==> src/rtl/countdown_timer.sv <==
// countdown_timer: loadable prescaled down-counter that pulses done on expiry
// Ports:
//   clk        - rising-edge clock
//   rst        - asynchronous active-low reset
//   load       - capture load_value into count and reload register, go IDLE
//   load_value - value captured on load
//   start      - begin counting from IDLE, or resume from PAUSE
//   pause      - suspend counting while in RUN
//   count      - current count (registered)
//   busy       - high in RUN or PAUSE
//   zero       - count equals zero
//   done       - one-cycle pulse in the cycle after an expiry tick (registered)
module countdown_timer #(
    parameter int WIDTH       = 8,
    parameter int PRESCALE    = 1,
    parameter bit AUTO_RELOAD = 0
) (
    input  logic             clk,
    input  logic             rst,
    input  logic             load,
    input  logic [WIDTH-1:0] load_value,
    input  logic             start,
    input  logic             pause,
    output logic [WIDTH-1:0] count,
    output logic             busy,
    output logic             zero,
    output logic             done
);
    localparam int PW = PRESCALE > 1 ? $clog2(PRESCALE) : 1;
    localparam logic [PW-1:0] PMAX = PW'(PRESCALE - 1);
    localparam logic [1:0] IDLE  = 2'd0;
    localparam logic [1:0] RUN   = 2'd1;
    localparam logic [1:0] PAUSE = 2'd2;
    logic [1:0]       state;
    logic [PW-1:0]    presc;
    logic [WIDTH-1:0] reload;
    logic             tick;
    logic             go;
    assign tick = presc == PMAX;
    assign go   = start && !pause;
    assign busy = state != IDLE;
    assign zero = count == '0;
    always_ff @(posedge clk or negedge rst) begin
        if (!rst) begin
            state  <= IDLE;
            count  <= '0;
            reload <= '0;
            presc  <= '0;
            done   <= 1'b0;
        end else if (load) begin
            state  <= IDLE;
            count  <= load_value;
            reload <= load_value;
            presc  <= '0;
            done   <= 1'b0;
        end else begin
            done <= 1'b0;
            case (state)
                IDLE: begin
                    if (go && !zero) begin
                        state <= RUN;
                        presc <= '0;
                    end
                end
                RUN: begin
                    if (pause) begin
                        state <= PAUSE;
                    end else if (!tick) begin
                        presc <= presc + PW'(1);
                    end else begin
                        presc <= '0;
                        // count==1 on a tick is expiry; reload skips the zero value entirely
                        if (count == WIDTH'(1)) begin
                            done  <= 1'b1;
                            count <= AUTO_RELOAD ? reload : '0;
                            state <= AUTO_RELOAD ? RUN : IDLE;
                        end else if (!zero) begin
                            count <= count - WIDTH'(1);
                        end
                    end
                end
                PAUSE: state <= go ? RUN : PAUSE;
                default: state <= IDLE;
            endcase
        end
    end
endmodule

==> config.mk <==
export PLATFORM = sky130hd
export DESIGN_NAME = countdown_timer
export DESIGN_NICKNAME = d
export VERILOG_FILES = /design/src/rtl/countdown_timer.sv
export SDC_FILE = /design/constraint.sdc
export NUM_CORES = 1
export LEC_CHECK = 0
export CAP_MARGIN = 25
export CORE_AREA = 2 2 49 51
export DETAILED_ROUTE_END_ITERATION = 7
export DIE_AREA = 0 0 51 53
export DONT_BUFFER_PORTS = 1
export HOLD_SLACK_MARGIN = 0.1
export PLACE_DENSITY = 0.58
export SYNTH_ARGS = -nofsm -noshare
export SYNTH_HDL_FRONTEND = slang
export SYNTH_SLANG_ARGS = --single-unit
==> constraint.sdc <==
create_clock -name clk -period 4.8 [get_ports clk]
set_input_delay 0.72 -clock clk [delete_from_list [all_inputs] [get_ports clk]]
set_output_delay 0.72 -clock clk [all_outputs]
set_load 0.02 [all_outputs]
==> results of run 1 <==
-- registers in the layout, summed over array words and instances (netlist names) --
signal,flops
count,8
done,1
state,2
-- kinds of logic (layout without fill, tap and decap cells) --
kind of cell / after synthesis / after routing / share of synthesized area (%)
compound gates: 21 / 21 / 21.94
mux: 2 / 2 / 2.721
fa+ha+maj: 3 / 3 / 5.103
buf+inv: 6 / 9 / 3.061
simple gates: 38 / 38 / 29.76
flops: 11 / 11 / 37.41
-- through the flow --
step / instance area [µm²] / total power [mW]
6_report: 793.3 / 0.2469
4_1_cts: 793.3 / 0.2469
5_1_grt: 793.3 / 0.2608
2_1_floorplan: 735.7 / 0.1685
3_5_place_dp: 767.0 / 0.1811
3_3_place_gp: 767.0 / 0.1802
-- cell type report --
class	count	share of cell area, %
clock buffer	4	3.312
multi-input combinational	64	55.21
tap	28	4.416
inverter	5	2.366
sequential	11	34.70
-- cell usage after synthesis --
cell type,n,area [µm²]
sky130_fd_sc_hd__dfrtp_1,11,275.3
sky130_fd_sc_hd__nand2_1,7,26.28
sky130_fd_sc_hd__nor2_1,7,26.28
sky130_fd_sc_hd__inv_1,5,18.77
sky130_fd_sc_hd__a21oi_1,4,20.02
sky130_fd_sc_hd__nor3_1,4,20.02
sky130_fd_sc_hd__a31oi_1,3,18.77
sky130_fd_sc_hd__and2_1,3,18.77
sky130_fd_sc_hd__ha_1,3,37.54
sky130_fd_sc_hd__nand3_1,3,15.01
sky130_fd_sc_hd__nand4_1,3,18.77
sky130_fd_sc_hd__o311ai_0,3,26.28
sky130_fd_sc_hd__mux2i_1,2,20.02
sky130_fd_sc_hd__o211ai_1,2,15.01
sky130_fd_sc_hd__o21ai_0,2,10.01
sky130_fd_sc_hd__or2_2,2,12.51
sky130_fd_sc_hd__a32oi_1,1,8.760
sky130_fd_sc_hd__and3_1,1,6.260
sky130_fd_sc_hd__and4_1,1,8.760
sky130_fd_sc_hd__clkbuf_1,1,3.750
sky130_fd_sc_hd__nand3b_1,1,7.510
sky130_fd_sc_hd__nand4bb_1,1,11.26
sky130_fd_sc_hd__nor3b_2,1,12.51
sky130_fd_sc_hd__nor4_1,1,6.260
sky130_fd_sc_hd__nor4b_1,1,8.760
sky130_fd_sc_hd__o21ai_1,1,5.000
sky130_fd_sc_hd__o21bai_1,1,7.510
sky130_fd_sc_hd__o31ai_1,1,7.510
sky130_fd_sc_hd__o31ai_4,1,21.27
sky130_fd_sc_hd__o41a_2,1,12.51
sky130_fd_sc_hd__o41ai_1,1,8.760
sky130_fd_sc_hd__or3_1,1,6.260
sky130_fd_sc_hd__or4b_4,1,13.76
-- routing by layer --
| metal | up-vias | GRT usage, % |
|---|---|---|
| met1 | 310 | 17.33 |
| met2 | 41 | 20.56 |
| met5 | - | 0 |
| met4 | 0 | 7.207 |
| li1 | 316 | - |
| met3 | 4 | 7.062 |
-- worst paths after layout --
check,from,to,slack (ns),depth (start not counted)
min reg2reg,state[1]$_DFFE_PN0P_,state[1]$_DFFE_PN0P_,0.60,2
max,count[0]$_DFFE_PN0P_,zero,2.13,4
max reg2reg,count[0]$_DFFE_PN0P_,count[0]$_DFFE_PN0P_,2.71,6
max in group asynchronous,rst,count[5]$_DFFE_PN0P_,4.60,0
min in group clk,load,state[1]$_DFFE_PN0P_,0.51,1
min,rst,count[7]$_DFFE_PN0P_,0.13,0
-- power by group through the flow --
stage | Combinational (mW) | Clock [mW] | Sequential, mW
3_5_place_dp | 0.0523 | 0 | 0.129
5_1_grt | 0.0581 | 0.0742 | 0.129
6_report | 0.0530 | 0.0671 | 0.127
4_1_cts | 0.0528 | 0.0676 | 0.127
2_1_floorplan | 0.0444 | 0 | 0.124
3_3_place_gp | 0.0521 | 0 | 0.128
-- worst reg2reg max path, delay by kind of cell (launching register included) --
family / cells / cell delay (ns)
adder cells (fa/ha/maj): 1 / 0.18
buffers and inverters: 1 / 0.14
AO/OA/AOI/OAI: 2 / 0.41
multiplexers: 1 / 0.24
AND/OR/NAND/NOR: 1 / 0.50
flip-flops: 1 / 0.51
==> results.toml, run 1 <==
[power]
pwr_dens_nw_per_um2 = 311.2
p_comb_share_pct = 21.5
ir_worst_vdd_mv = 0.2141
power.switching_fraction_pct = 36.85
seqPwrFrac_pct = 51.3
net_switching_power_mw = 0.09098
cellLeakagePower_nw = 0.3112
share_clk_of_total_power_pct = 27.2
power_report.internal_total_mw = 0.1559

[worst_setup_path]
worst_setup_path_end_kind = "output port"
critical_path.max_fanout = 7
crit_chain = "inv_1, ha_1, or4b_4, nor2_1"
worst-endpoint-required_ns = 4.08
critPathKind = "flip-flop to output port"
critical-path-max-stage-delay_ns = 0.51
cpMaxStageDelayCell = "sky130_fd_sc_hd__dfrtp_1"
crit_family = "simple AND/OR/NAND/NOR gates"
critical_path.n_buffers_inverters = 1
worstSetupStartpointType = "flip-flop"
critical_path_arrival_ns = 1.95

[grt]
gr-total-overflow = 0
grt_max_degree = 16
grt_pass1_vias = 592
grt_use_total_pct = 14.24
grt_pass1_wl_um = 2773
grt_antenna_before_repair = 0

[logic_synthesis]
mappedNetlistNets = 97
synth_cell_type_count = 33
cell_area_synth_um2 = 735.7
sequential_to_total_area_share_from_yosys_stat_pct = 37.41
mean_post_synth_cell_area_um2 = 9.083
post_synth_inst_count = 81
yosys_warnings = 0
yosys_register_bits = 11

[drt]
drc = 0
routed_wl_um = 1808
routed-via-count = 671
route.met2.wl_um = 782
wl_met1_um = 813
highest_metal_layer_with_signal_wires = "met4"
viasPerCell = 5.991
detail_route.first_pass.iterations = 5
met3WireLength_um = 190
wl_per_cell_um = 16.14
initialDrtViolationCount = 14
antenna_violating_nets_post_route = 0

[die]
io-pin-count = 24
initial_utilization_pct = 34.25
floorplan.core_area_um2 = 2148
die_width_um = 51
chipHeight_um = 53
die-area_um2 = 2703
placement_rows = 17

[sta]
worst-slew-pin-transition_ns = 0.7176
finalHoldViolations = 0
setup_viol = 0
fin_hold_ws_ns = 0.1256
max-slew-margin-rel_pct = 51.79
max_freq_mhz = 375.1
fin_crit_ns = 2.666
finalCritPeriodShare_pct = 55.54
least_setup_slack_across_all_paths_after_layout_ns = 2.134
fin_skew_ns = 0.007649
final_max_slew_viol_count = 0
unrepaired_setup_endpoints_after_global_routing = "false"
timing.setup.tns_ns = 0

[cells_and_area]
finalNetCount = 101
final-seq-area_um2 = 275.3
drive_above_1_share_pct = 10.71
mostFrequentLayoutCells = "sky130_fd_sc_hd__dfrtp_1 (11), sky130_fd_sc_hd__nor2_1 (7), sky130_fd_sc_hd__nand2_1 (7), sky130_fd_sc_hd__inv_1 (5)"
antennaDiodeCount = 0
fill_cell_total_of_the_finished_layout = 223
multi_input_comb_area_um2 = 437.9
instances_no_fill = 112
final_core_util_pct = 36.92
leading_cell_type_in_the_layout_fill_and_taps_excluded = "sky130_fd_sc_hd__dfrtp_1"
syn_to_final_growth_pct = 7.823

[clocking]
cts_resized = 0
tritoncts = "done"
cts.sinks = 11
cts_hold_buffers = 0
total_number_of_h_tree_levels = 1
clk-insertion-delay-late_ns = 0.28
clock_tree_root_buffer_cell = "sky130_fd_sc_hd__clkbuf_4"
cts_inserted_buffers = 3
clock_tree.buffer_depth = 2
clk_transition_reported_paths_ns = 0.08
post_cts_buffers = 0

[placed_design]
place.port_buffers = 0
gpl.final_weighted_congestion = 0.8165
dp.final_hpwl_um = 1323
placed_cells = 108
post-place-ws_ns = 2.430

[flow_run]
max_cap_violations = 0

[hold_path]
timing.hold.worst.class = "input pin to async pin"

[status]
run_status = "finished, final reports clean"
(Power assumes the default switching activity.)
==> inputs of run 2 (changes only) <==
PLACE_DENSITY = 0.6   (was 0.58)
clock period = 2.1 ns   (was 4.8 ns; I/O delays follow)
==> run 2 against run 1 <==
Effect of this change:
- final area up 12%
- final cell count up 9.8%
- count of clock-buffer cells in the layout unchanged
- sequential cell count stayed put
- power is 140% higher
- routed wire length up 1.0%
- clock skew shrank 0.0034 ns
- core utilization rose by 4.3 points
- register-to-register slack worse by 2.5 ns
- hold slack got worse by 0.0024 ns
- sequential share of layout area is 3.6 points lower
- largest cell class unchanged
- highest routed layer unchanged
==> results.toml, run 2 (synthesized netlist as in run 1, its figures left out) <==
[worst_setup_path]
critical_path.max_fanout = 3
worst_setup_path_end_kind = "output port"
cpMaxStageDelayCell = "sky130_fd_sc_hd__or4b_4"
worst_reg2reg_setup_slack_ns = 0.21
critical_path_arrival_ns = 1.70
crit_chain = "inv_1, ha_2, or4b_4, nor2_2, buf_4"
critical-path-max-stage-delay_ns = 0.50
critPathKind = "flip-flop to output port"
worst-endpoint-required_ns = 1.78
worstSetupStartpointType = "flip-flop"

[hold_path]
timing.hold.worst.class = "input pin to flip-flop"

[cells_and_area]
leading_cell_type_in_the_layout_fill_and_taps_excluded = "sky130_fd_sc_hd__dfrtp_1"
instances_no_fill = 123
drive_above_1_share_pct = 21.05
final_cell_area_um2 = 885.9
final_core_util_pct = 41.23
flip_flop_count_of_the_largest_register_all_copies_and_words_added = 8
mostFrequentLayoutCells = "sky130_fd_sc_hd__dfrtp_1 (11), sky130_fd_sc_hd__buf_4 (9), sky130_fd_sc_hd__nand2_1 (7), sky130_fd_sc_hd__nor2_1 (6), sky130_fd_sc_hd__inv_1 (5)"
final-seq-area_um2 = 275.3
fill_cell_total_of_the_finished_layout = 218
antennaDiodeCount = 0
syn_to_final_growth_pct = 20.41
reg_top3 = "count: 8 flops, state: 2 flops, done: 1 flops"
top_register = "count"
multi_input_comb_area_um2 = 442.9
finalNetCount = 112

[power]
finalPower_mw = 0.5940
seqPwrFrac_pct = 43.0
pwr_dens_nw_per_um2 = 670.5
share_clk_of_total_power_pct = 25.4
power.switching_fraction_pct = 35.98
ir_worst_vdd_mv = 0.3785
net_switching_power_mw = 0.2137
power_report.internal_total_mw = 0.3802
p_comb_share_pct = 31.6
cellLeakagePower_nw = 0.3633

[sta]
max-slew-margin-rel_pct = 66.20
setup_viol = 0
timing.setup.tns_ns = 0
fin_skew_ns = 0.004229
fin_hold_ws_ns = 0.1232
fin_crit_ns = 2.013
worst-slew-pin-transition_ns = 0.5053
finalCritPeriodShare_pct = 95.85
least_setup_slack_across_all_paths_after_layout_ns = 0.08721
finalHoldViolations = 0
max_freq_mhz = 496.8
final_max_slew_viol_count = 0

[die]
floorplan.core_area_um2 = 2148
die_width_um = 51
chipHeight_um = 53
placement_rows = 17
die-area_um2 = 2703
io-pin-count = 24
initial_utilization_pct = 34.25

[grt]
grt.met3_usage_pct = 8.757
grt_use_total_pct = 15.34
grt_pass1_vias = 653
grt_max_degree = 16
grt_use_met1_pct = 18.92
globalRouteMet2Util_pct = 22.73
grt_antenna_before_repair = 0
grt.busiest_layer = "met2"
gr-total-overflow = 0
grt_pass1_wl_um = 3008

[drt]
routed_wl_um = 1826
wl_per_cell_um = 14.85
viasPerCell = 5.650
initialDrtViolationCount = 34
drc = 0
routed-via-count = 695
detail_route.first_pass.iterations = 4
antenna_violating_nets_post_route = 0

[clocking]
post_cts_buffers = 0
total_number_of_h_tree_levels = 1
clk_transition_reported_paths_ns = 0.07
cts_inserted_buffers = 3
clock_tree_root_buffer_cell = "sky130_fd_sc_hd__clkbuf_4"
cts.sinks = 11
clock_tree.buffer_depth = 2
tritoncts = "done"
clk-insertion-delay-late_ns = 0.28

[flow_run]
max_cap_violations = 0

[placed_design]
placed_area_um2 = 834.6
dp.final_hpwl_um = 1376
gpl.final_weighted_congestion = 0.8666
post-place-ws_ns = 0.2141
placed_cells = 117
place.port_buffers = 0

[status]
run_status = "finished, final reports clean"
-- run 2: cell types whose count changed in the layout (fill, tap and decap cells not counted), sizes merged --
cell         delta
dlygate4sd3     +2
buf             +9
-- run 2: worst paths after layout --
kind | start | to | depth (start not counted)
min in group asynchronous | rst | count[2]$_DFFE_PN0P_ | 1
hold reg to reg | state[1]$_DFFE_PN0P_ | state[1]$_DFFE_PN0P_ | 2
setup / recovery | count[1]$_DFFE_PN0P_ | zero | 5
max in group asynchronous | rst | count[7]$_DFFE_PN0P_ | 1
setup reg to reg | count[1]$_DFFE_PN0P_ | count[0]$_DFFE_PN0P_ | 6
hold / removal | load | count[0]$_DFFE_PN0P_ | 1
-- run 2: critical path: cells and delay by family, from the launching register on --
kind	cells	cell delay (ns)
and+or+nand+nor	2	0.61
buffers and inverters	2	0.25
DFF	1	0.38
adders and majority gates	1	0.19
-- run 2: repair_timing --
item | in CTS | in global routing
endpoints found under the hold margin | 12 | 0
setup endpoints to repair | 0 | 1
gates resized for setup | 0 | 2
hold buffers | 2 | 0
-- run 2: final cells by class --
type	count	area share [%]
Tap cell	28	3.955
Multi-Input combinational cell	64	50.00
Clock buffer	4	2.966
Timing Repair Buffer	11	9.887
Sequential cell	11	31.07
Inverter	5	2.119
-- run 2: power by group through the flow --
stage	Combinational (mW)	Clock [mW]	Sequential (mW)
6_report	0.188	0.151	0.256
5_1_grt	0.207	0.169	0.259
4_1_cts	0.187	0.157	0.256
3_5_place_dp	0.179	0	0.260
3_3_place_gp	0.177	0	0.259
2_1_floorplan	0.102	0	0.284
-- run 2: routing by layer --
metal  up-vias  part of all wire [%]
li1        340                     -
met1       321                    44
met2        32                    44
met3         2                    11
met4         0                  0.66
met5         -                     0
==> inputs of run 3 (changes only) <==
MAX_ROUTING_LAYER = met4   (was unset)
SLEW_MARGIN = 40   (was unset)
==> run 3 against run 2 <==
Effect of this change:
- critical path depth stayed put
- largest cell class unchanged
- critical path type unchanged
- final area stayed put
- clock skew hardly changed
- maximum frequency hardly changed
==> results.toml, run 3 (synthesized netlist as in run 1, its figures left out) <==
[status]
run_status = "finished, final reports clean"

[grt]
grt_use_total_pct = 15.74
grt_max_degree = 16
gr-total-overflow = 0
grt_antenna_before_repair = 0
grt_pass1_vias = 653
grt_pass1_wl_um = 3015

[die]
initial_utilization_pct = 34.25
die_width_um = 51
io-pin-count = 24
chipHeight_um = 53
floorplan.core_area_um2 = 2148
placement_rows = 17
die-area_um2 = 2703

[power]
net_switching_power_mw = 0.2132
p_comb_share_pct = 31.6
share_clk_of_total_power_pct = 25.3
seqPwrFrac_pct = 43.1
ir_worst_vdd_mv = 0.3771
power_report.internal_total_mw = 0.3802
pwr_dens_nw_per_um2 = 669.9
power.switching_fraction_pct = 35.93
cellLeakagePower_nw = 0.3633

[flow_run]
max_cap_violations = 0

[clocking]
tritoncts = "done"
cts.sinks = 11
cts_inserted_buffers = 3
clk-insertion-delay-late_ns = 0.27
clock_tree_root_buffer_cell = "sky130_fd_sc_hd__clkbuf_4"
total_number_of_h_tree_levels = 1
post_cts_buffers = 0
clock_tree.buffer_depth = 2
clk_transition_reported_paths_ns = 0.07

[sta]
finalCritPeriodShare_pct = 95.84
fin_skew_ns = 0.003953
max-slew-margin-rel_pct = 66.12
fin_crit_ns = 2.013
least_setup_slack_across_all_paths_after_layout_ns = 0.08735
finalHoldViolations = 0
worst-slew-pin-transition_ns = 0.5066
max_freq_mhz = 496.9
final_max_slew_viol_count = 0
setup_viol = 0

[cells_and_area]
syn_to_final_growth_pct = 20.41
mostFrequentLayoutCells = "sky130_fd_sc_hd__dfrtp_1 (11), sky130_fd_sc_hd__buf_4 (9), sky130_fd_sc_hd__nand2_1 (7), sky130_fd_sc_hd__nor2_1 (6), sky130_fd_sc_hd__inv_1 (5)"
top_register = "count"
leading_cell_type_in_the_layout_fill_and_taps_excluded = "sky130_fd_sc_hd__dfrtp_1"
reg_top3 = "count: 8 flops, state: 2 flops, done: 1 flops"
antennaDiodeCount = 0
flip_flop_count_of_the_largest_register_all_copies_and_words_added = 8
drive_above_1_share_pct = 21.05
final_core_util_pct = 41.23
finalNetCount = 112

[worst_setup_path]
worst-endpoint-required_ns = 1.78
cpMaxStageDelayCell = "sky130_fd_sc_hd__or4b_4"
critical-path-max-stage-delay_ns = 0.50
worst_setup_path_end_kind = "output port"
beginning_of_the_worst_register_to_register_path = "count[1]$_DFFE_PN0P_"
critical_path.n_buffers_inverters = 2
worstSetupStartpointType = "flip-flop"
critPathKind = "flip-flop to output port"
crit_chain = "inv_1, ha_2, or4b_4, nor2_2, buf_4"
worstSetupStartpoint = "count[1]$_DFFE_PN0P_"
critical_path.max_fanout = 3
worst_reg2reg_setup_slack_ns = 0.20
critical_path_arrival_ns = 1.70
crit_family = "simple AND/OR/NAND/NOR gates"

[drt]
routed_wl_um = 1828
wl_per_cell_um = 14.86
initialDrtViolationCount = 29
drc = 0
detail_route.first_pass.iterations = 4
routed-via-count = 703
viasPerCell = 5.715
antenna_violating_nets_post_route = 0

[placed_design]
post-place-ws_ns = 0.2141
place.port_buffers = 0
gpl.final_weighted_congestion = 0.8807
dp.final_hpwl_um = 1376

[hold_path]
hold_path.startpoint = "load"
timing.hold.worst.class = "input pin to flip-flop"
==> run 3: metal layers <==
metal / track usage, % / up-vias / wire, µm
met2: 22.73 / 38 / 817
met5: - / - / 0
met1: 18.92 / 323 / 779
met3: 8.757 / 2 / 218
li1: - / 340 / -
met4: 4.054 / 0 / 12
==> run 3: area by class of cell <==
class | instances | area, µm²
fill | 218 | 1262
multi-input combinational | 64 | 442.9
sequential | 11 | 275.3
timing repair buffer | 11 | 87.58
tap | 28 | 35.03
clock buffer | 4 | 26.28
inverter | 5 | 18.77
==> run 3: worst paths after layout <==
check                                       end  cells past startpoint
min                        count[0]$_DFFE_PN0P_                      1
max                                        zero                      5
min in group asynchronous  count[2]$_DFFE_PN0P_                      1
min reg2reg                state[1]$_DFFE_PN0P_                      2
max reg2reg                count[0]$_DFFE_PN0P_                      6
max in group asynchronous  count[7]$_DFFE_PN0P_                      1
==> run 3: power by group through the flow <==
stage	Sequential [mW]	Clock [mW]	Combinational (mW)
after global placement	0.259	0	0.177
final	0.256	0.150	0.187
after CTS	0.256	0.157	0.187
after detailed placement	0.260	0	0.179
after floorplan	0.284	0	0.102
after global routing	0.259	0.169	0.207
==> run 3: what timing repair did <==
action,in CTS,in global routing
resized for setup,0,2
hold buffers,2,0
endpoints found under the setup margin,0,1
hold endpoints to repair,12,0
==> run 3: through the flow <==
| stage | total power [mW] | hold slack [ns] | cells | setup TNS [ns] | cell area, µm² |
|---|---|---|---|---|---|
| 6_report | 0.5934 | 0.1239 | 123 | 0 | 885.9 |
| 5_1_grt | 0.6344 | 0.1196 | 123 | -0.003531 | 885.9 |
| 4_1_cts | 0.6003 | 0.1136 | 123 | 0 | 880.8 |
| 3_5_place_dp | 0.4390 | 0.01971 | 117 | 0 | 834.6 |
| 3_3_place_gp | 0.4364 | 0.01966 | 117 | 0 | 834.6 |
| 2_1_floorplan | 0.3853 | 0.01941 | 81 | 0 | 735.7 |
